==> config.mk <==
export PLATFORM = sky130hd
export DESIGN_NAME = fifo_drain_serializer
export DESIGN_NICKNAME = d
export VERILOG_FILES = /design/src/rtl/fifo_drain_serializer.sv
export SDC_FILE = /design/constraint.sdc
export NUM_CORES = 1
export LEC_CHECK = 0
export ABC_AREA = 1
export CORE_UTILIZATION = 55
export CTS_CLUSTER_DIAMETER = 150
export DETAILED_ROUTE_END_ITERATION = 7
export DONT_BUFFER_PORTS = 1
export PLACE_DENSITY = 0.66
export SLEW_MARGIN = 10
export SYNTH_ARGS = -nofsm -noshare
export SYNTH_HDL_FRONTEND = slang
export SYNTH_SLANG_ARGS = --single-unit
export TNS_END_PERCENT = 30
==> constraint.sdc <==
create_clock -name clk -period 4.49 [get_ports clk]
set_clock_uncertainty 0.2 [all_clocks]
set_input_delay 0.898 -clock clk [delete_from_list [all_inputs] [get_ports clk]]
set_output_delay 0.898 -clock clk [all_outputs]
set_load 0.02 [all_outputs]
==> src/rtl/fifo_drain_serializer.sv <==
// Drains 384-bit words from a first-word-fall-through FIFO and re-emits each
// as DATA_WIDTH/OUT_WIDTH narrow valid/ready beats, LSB slice first, with out_last.
module fifo_drain_serializer #(
  parameter int DATA_WIDTH = 384,
  parameter int OUT_WIDTH  = 32,
  parameter int CNT_WIDTH  = 4
) (
  input  logic                  clk,
  input  logic                  reset,
  input  logic                  en,
  input  logic                  fifo_empty,
  input  logic [DATA_WIDTH-1:0] fifo_r_data,
  output logic                  fifo_r_en,
  output logic [OUT_WIDTH-1:0]  out_data,
  output logic                  out_valid,
  input  logic                  out_ready,
  output logic                  out_last,
  output logic                  busy
);

  localparam int BEATS = DATA_WIDTH / OUT_WIDTH;
  localparam logic [CNT_WIDTH-1:0] LAST_BEAT = CNT_WIDTH'(BEATS - 1);

  typedef enum logic {
    IDLE = 1'b0,
    SEND = 1'b1
  } state_t;

  state_t                  state_q;
  logic [DATA_WIDTH-1:0]   shreg_q;
  logic [CNT_WIDTH-1:0]    beat_cnt_q;

  logic at_last;
  logic word_done;
  logic pop;

  // Handshake: a beat transfers on a rising edge where out_valid && out_ready;
  // once out_valid is high, out_data/out_last hold until that transfer.
  // A FIFO word is consumed on an edge where fifo_r_en is high.
  assign at_last   = (beat_cnt_q == LAST_BEAT);
  assign word_done = (state_q == SEND) && out_ready && at_last;
  assign pop       = en && !fifo_empty && ((state_q == IDLE) || word_done);
  assign fifo_r_en = pop && reset;

  assign out_valid = (state_q == SEND);
  assign busy      = (state_q == SEND);
  assign out_data  = shreg_q[OUT_WIDTH-1:0];
  assign out_last  = (state_q == SEND) && at_last;

  always_ff @(posedge clk) begin
    if (!reset) begin
      state_q    <= IDLE;
      shreg_q    <= '0;
      beat_cnt_q <= '0;
    end else begin
      case (state_q)
        IDLE: begin
          if (pop) begin
            shreg_q    <= fifo_r_data;
            beat_cnt_q <= '0;
            state_q    <= SEND;
          end
        end
        SEND: begin
          if (out_ready) begin
            if (!at_last) begin
              shreg_q    <= shreg_q >> OUT_WIDTH;
              beat_cnt_q <= beat_cnt_q + CNT_WIDTH'(1);
            end else if (pop) begin
              // Reload on the last accepted beat keeps back-to-back words gap-free.
              shreg_q    <= fifo_r_data;
              beat_cnt_q <= '0;
            end else begin
              state_q <= IDLE;
            end
          end
        end
        default: state_q <= IDLE;
      endcase
    end
  end

endmodule

Yosys cells after proc, flatten, opt, wreduce, memory -nomap -nowiden
Cells that the tools add are included.
{"block": "word_totals", "ff_bits": 389, "inputBits": 389, "elab_cells": 27}
{"block": "classes", "addsub": 1, "n_eq_ne": 2, "muxes": 12, "bitwise": 1, "reduce_logical": 8}
{"operator": "384-bit two-way mux", "n": 3}
{"operator": "384-bit case mux with 2 select lines", "n": 1}
{"operator": "4-bit two-way mux", "n": 3}
{"operator": "4-bit case mux with 2 select lines", "n": 1}
{"operator": "1-bit logical AND", "n": 6}
{"operator": "4-bit by 1-bit adder with 4-bit output, second input constant", "n": 1}
{"operator": "4-bit == test, second input constant", "n": 1}
{"operator": "1-bit two-way mux", "n": 3}
{"operator": "2-bit inequality test, second input constant", "n": 1}
{"operator": "1-bit case mux with 2 select lines", "n": 1}
{"operator": "1-bit zero test", "n": 1}
{"operator": "1-bit logical OR", "n": 1}
{"operator": "1-bit inverter", "n": 1}

Longest topological paths before layout
{"block": "logic_depth", "ltp_word": 8, "depth_mapped": 10, "mapped_depth_nobuf": 8}

Worst setup path before layout
OpenSTA, ideal clock, no wires.
{"block": "synth_timing", "path_kind": "input to output", "from": "input port fifo_empty", "to": "output port fifo_r_en", "arrival_ns": 1.575, "setup_slack_ns": 1.817, "stages": 6, "cell_sequence": "inv_1 nand2_1 inv_1 nand3_2 buf_2 nor2_2"}
{"block": "synth_via", "elab_chain_len": 4}
{"item": "start: declaration", "line_no": "11", "text": "input logic fifo_empty,"}
{"item": "1-bit zero test", "line_no": "42", "text": "assign pop = en && !fifo_empty && ((state_q == IDLE) || word_done);"}
{"item": "1-bit logical AND (2 in series)", "line_no": "42"}
{"item": "1-bit logical AND", "line_no": "43", "text": "assign fifo_r_en = pop && reset;"}
{"item": "end: declaration", "line_no": "13", "text": "output logic fifo_r_en,"}
Every way passes these cells.

Worst setup path after layout
{"block": "layout_timing", "from": "register beat_cnt_q[0]", "to": "output port fifo_r_en"}
{"block": "layout_via", "elab_chain_len": 5}
{"item": "start: declaration", "line_no": "31", "text": "logic [CNT_WIDTH-1:0] beat_cnt_q;"}
{"item": "start signal: assignment", "line_no": "68", "text": "beat_cnt_q <= beat_cnt_q + CNT_WIDTH'(1);"}
{"item": "4-bit == test", "line_no": "40", "text": "assign at_last = (beat_cnt_q == LAST_BEAT);"}
{"item": "1-bit logical AND", "line_no": "41", "text": "assign word_done = (state_q == SEND) && out_ready && at_last;"}
{"item": "1-bit logical OR", "line_no": "42"}
{"item": "1-bit logical AND", "line_no": "42"}
{"item": "1-bit logical AND", "line_no": "43"}
Every way passes these cells.

==> impl_metrics.toml <==
[status]
outcome = "complete, no violations"

[worst_setup_path]
end_kind = "primary output"
crit_buf_inv = 0
ff2ff_setup_slack_ns = 1.20
crit_path_top_delay_cell = "dfxtp_1"
path_cells = "ha_1 -> nand3_4 -> nand2_2 -> nand3_4 -> nor2_2"
worstSetupPathType = "reg -> out"
critPathMostFrequentCell = "nand3_4"
required_ns = 3.39
max_stage_delay_ns = 0.41
critPathTopFamily = "simple AND/OR/NAND/NOR gates"
rr_endpoint = "shreg_q[97]"
start_kind = "flip-flop"
arrival_ns = 2.30
worstPathMaxFanout = 16
r2r_cells = 6
rr_startpoint = "busy"

[clocking]
cts_max_path_buffers = 3
cts_hold_buf = 0
cts_resized = 0
postCtsSetupRepairBufs = 0
cts_buffers = 44
clkTransAtPathRegs_ns = 0.06
cts_tree = "done"
clkSinkCount = 389
cts-root-buf = "clkbuf_16"
insertion_delay_ns = 0.56
htreeDepth = 2

[sta]
worst_slew_margin_rel_pct = 51.5
fin_crit_sh_pct = 75.7
fmaxAchievable_ghz = 0.294
rsz0062_at_grt = "false"
finalHoldViolations = 0
tightest_slew_ns = 0.727
tns_ns = 0
setup_viol = 0
slew_violations = 0
fin_crit_ns = 3.40

[floorplanning]
die_w_um = 190
core-area_sq_um = 34600
row_count = 68
die_h_um = 190
floorplan.initialDensity_pct = 56.0
die_area_sq_um = 36000
io_pins = 425

[cells_and_area]
nNetsFinal = 3525
final_area_sq_um = 20300
drive_above_1_share_pct = 2.72
finalNonFillerCells = 3628
final_util_pct = 58.5
area_delta_synth_final_pct = 4.46

[power_and_ir_drop]
power_density_nw_per_um2 = 457
leakage_nw = 11.2
ir_drop_mv = 0.292
total_power_mw = 9.26

[yosys]
post-synth-top-count-cell = "nand2_1"
synth.yosys.seq_area_share_pct = 40.2
syn-instance-count = 3281
yosys.area.top_type_share_pct = 40.2
synth_common_cells = "1429 x nand2_1, 761 x nor2_1, 389 x dfxtp_1"
avgSynthCellArea_sq_um = 5.91
synth-edff-count = 0
synth_top_cell_by_area = "dfxtp_1"
ys_warn_count = 0
synth_ff_type = "dfxtp_1"
syn-num-nets = 3671
async_flop_share_pct = 0
ys_top_cells_by_area = "dfxtp_1 40%, nand2_1 28%, nor2_1 15%, inv_1 7.4%, buf_6 2.1%"
synth.ff_latch_count = 389
ys_types = 20
synth_area_sq_um = 19400

[detailed_routing]
vias_per_cell = 4.83
wl_per_cell_um = 14.6
via_count = 17500
first_iter_violations = 1143
dr.pass1.iters = 7
antenna_left = 0
drt-total-wl_mm = 53.1
drc_errors = 0

[global_route]
grt_overflow = 0
grt_pass1_vias = 16700
grt_antenna_before_repair = 13
track_usage_pct = 29.1
grt_pass1_wl_mm = 83.3
grt_max_degree = 379

[placed_design]
dp.cells = 3544
placed_cell_area_sq_um = 18900
place.detailed.hpwl_mm = 36.7
gp_congestion = 0.879
io_buffers = 0

[hold_path]
hold_path_class = "in -> reg"
hold_path_startpoint = "fifo_r_data[373]"
min_to = "shreg_q[373]"
hold_path_depth = 2

[job]
max-cap-violations = 0
## cell type report
cell class                      count  area [sq um]
Inverter                          384          1440
Fill cell                        3612         14400
Tap cell                          455           569
Sequential cell                   389          7790
Multi-Input combinational cell   2299          8870
Clock buffer                       72          1340
Antenna cell                        9          22.5
Clock inverter                      3          42.5
Timing Repair Buffer               17           190
## worst max path at each step
stage / from / to / depth (start not counted)
6_report: beat_cnt_q[0] / fifo_r_en / 5
3_3_place_gp: fifo_empty / shreg_q[179] / 9
4_1_cts: beat_cnt_q[0] / fifo_r_en / 5
2_1_floorplan: fifo_empty / fifo_r_en / 6
3_5_place_dp: fifo_empty / shreg_q[82] / 9
5_1_grt: beat_cnt_q[0] / fifo_r_en / 5
## sequential cells by signal, indices dropped and copies added, names as in the netlist
register / flops
busy: 1
beat_cnt_q: 4
shreg_q: 384
## cell families (layout without fill, tap and decap cells)
| family | count (synthesis) | after routing | synth area share (%) |
|---|---|---|---|
| and+or+nand+nor | 2249 | 2249 | 44.2 |
| AOI/OAI and AO/OA | 49 | 49 | 1.26 |
| adders and majority gates | 1 | 1 | 0.0645 |
| other | 0 | 9 | 0 |
| buffers and inverters | 593 | 476 | 14.3 |
| DFF | 389 | 389 | 40.2 |
## per-layer routing
layer,track usage (%),part of all wire (%)
met5,0,0.11
met4,11.0,3.0
met3,7.56,7.9
met2,50.0,48
met1,34.8,41
## worst register-to-register path, cell delays in order, from the launching register on
cell,delay (ns)
dfxtp_1,0.73
nand2_4,0.51
nand3_4,0.28
buf_12,0.36
buf_12,0.72
nor2_1,0.29
nor2_1,0.15
## power breakdown
group,switching [mW],internal (mW)
Sequential,0.341,3.95
Clock,1.41,2.07
Combinational,0.970,0.517
Total,2.72,6.54
## metrics by stage
| step | hold slack (ns) | setup WS [ns] |
|---|---|---|
| 2_1_floorplan | 0.244 | 1.82 |
| 3_3_place_gp | 0.254 | 1.19 |
| 3_5_place_dp | 0.265 | 1.15 |
| 4_1_cts | 0.216 | 1.07 |
| 5_1_grt | 0.256 | 0.972 |
| 6_report | 0.246 | 1.09 |
## cell usage in the layout, fill, tap and decap left out
cell type / Yosys / final
nand2_2: 3 / 2
nor2_2: 1 / 1
bufinv_16: 0 / 1
nand2_1: 1429 / 1429
clkbuf_1: 47 / 16
nand4_1: 24 / 24
inv_1: 382 / 382
dfxtp_1: 389 / 389
inv_2: 2 / 2
nand2_4: 2 / 1
nand3_1: 27 / 27
nand3_4: 1 / 2
nor2_1: 761 / 761
clkbuf_16: 0 / 45
buf_4: 48 / 12
nand2_8: 0 / 2
a21oi_1: 13 / 13
diode_2: 0 / 9
o21ai_0: 36 / 36
clkinvlp_4: 0 / 1
clkbuf_8: 0 / 11
ha_1: 1 / 1
clkinv_2: 0 / 1
buf_12: 0 / 5
Power figures use the tool's default switching activity.
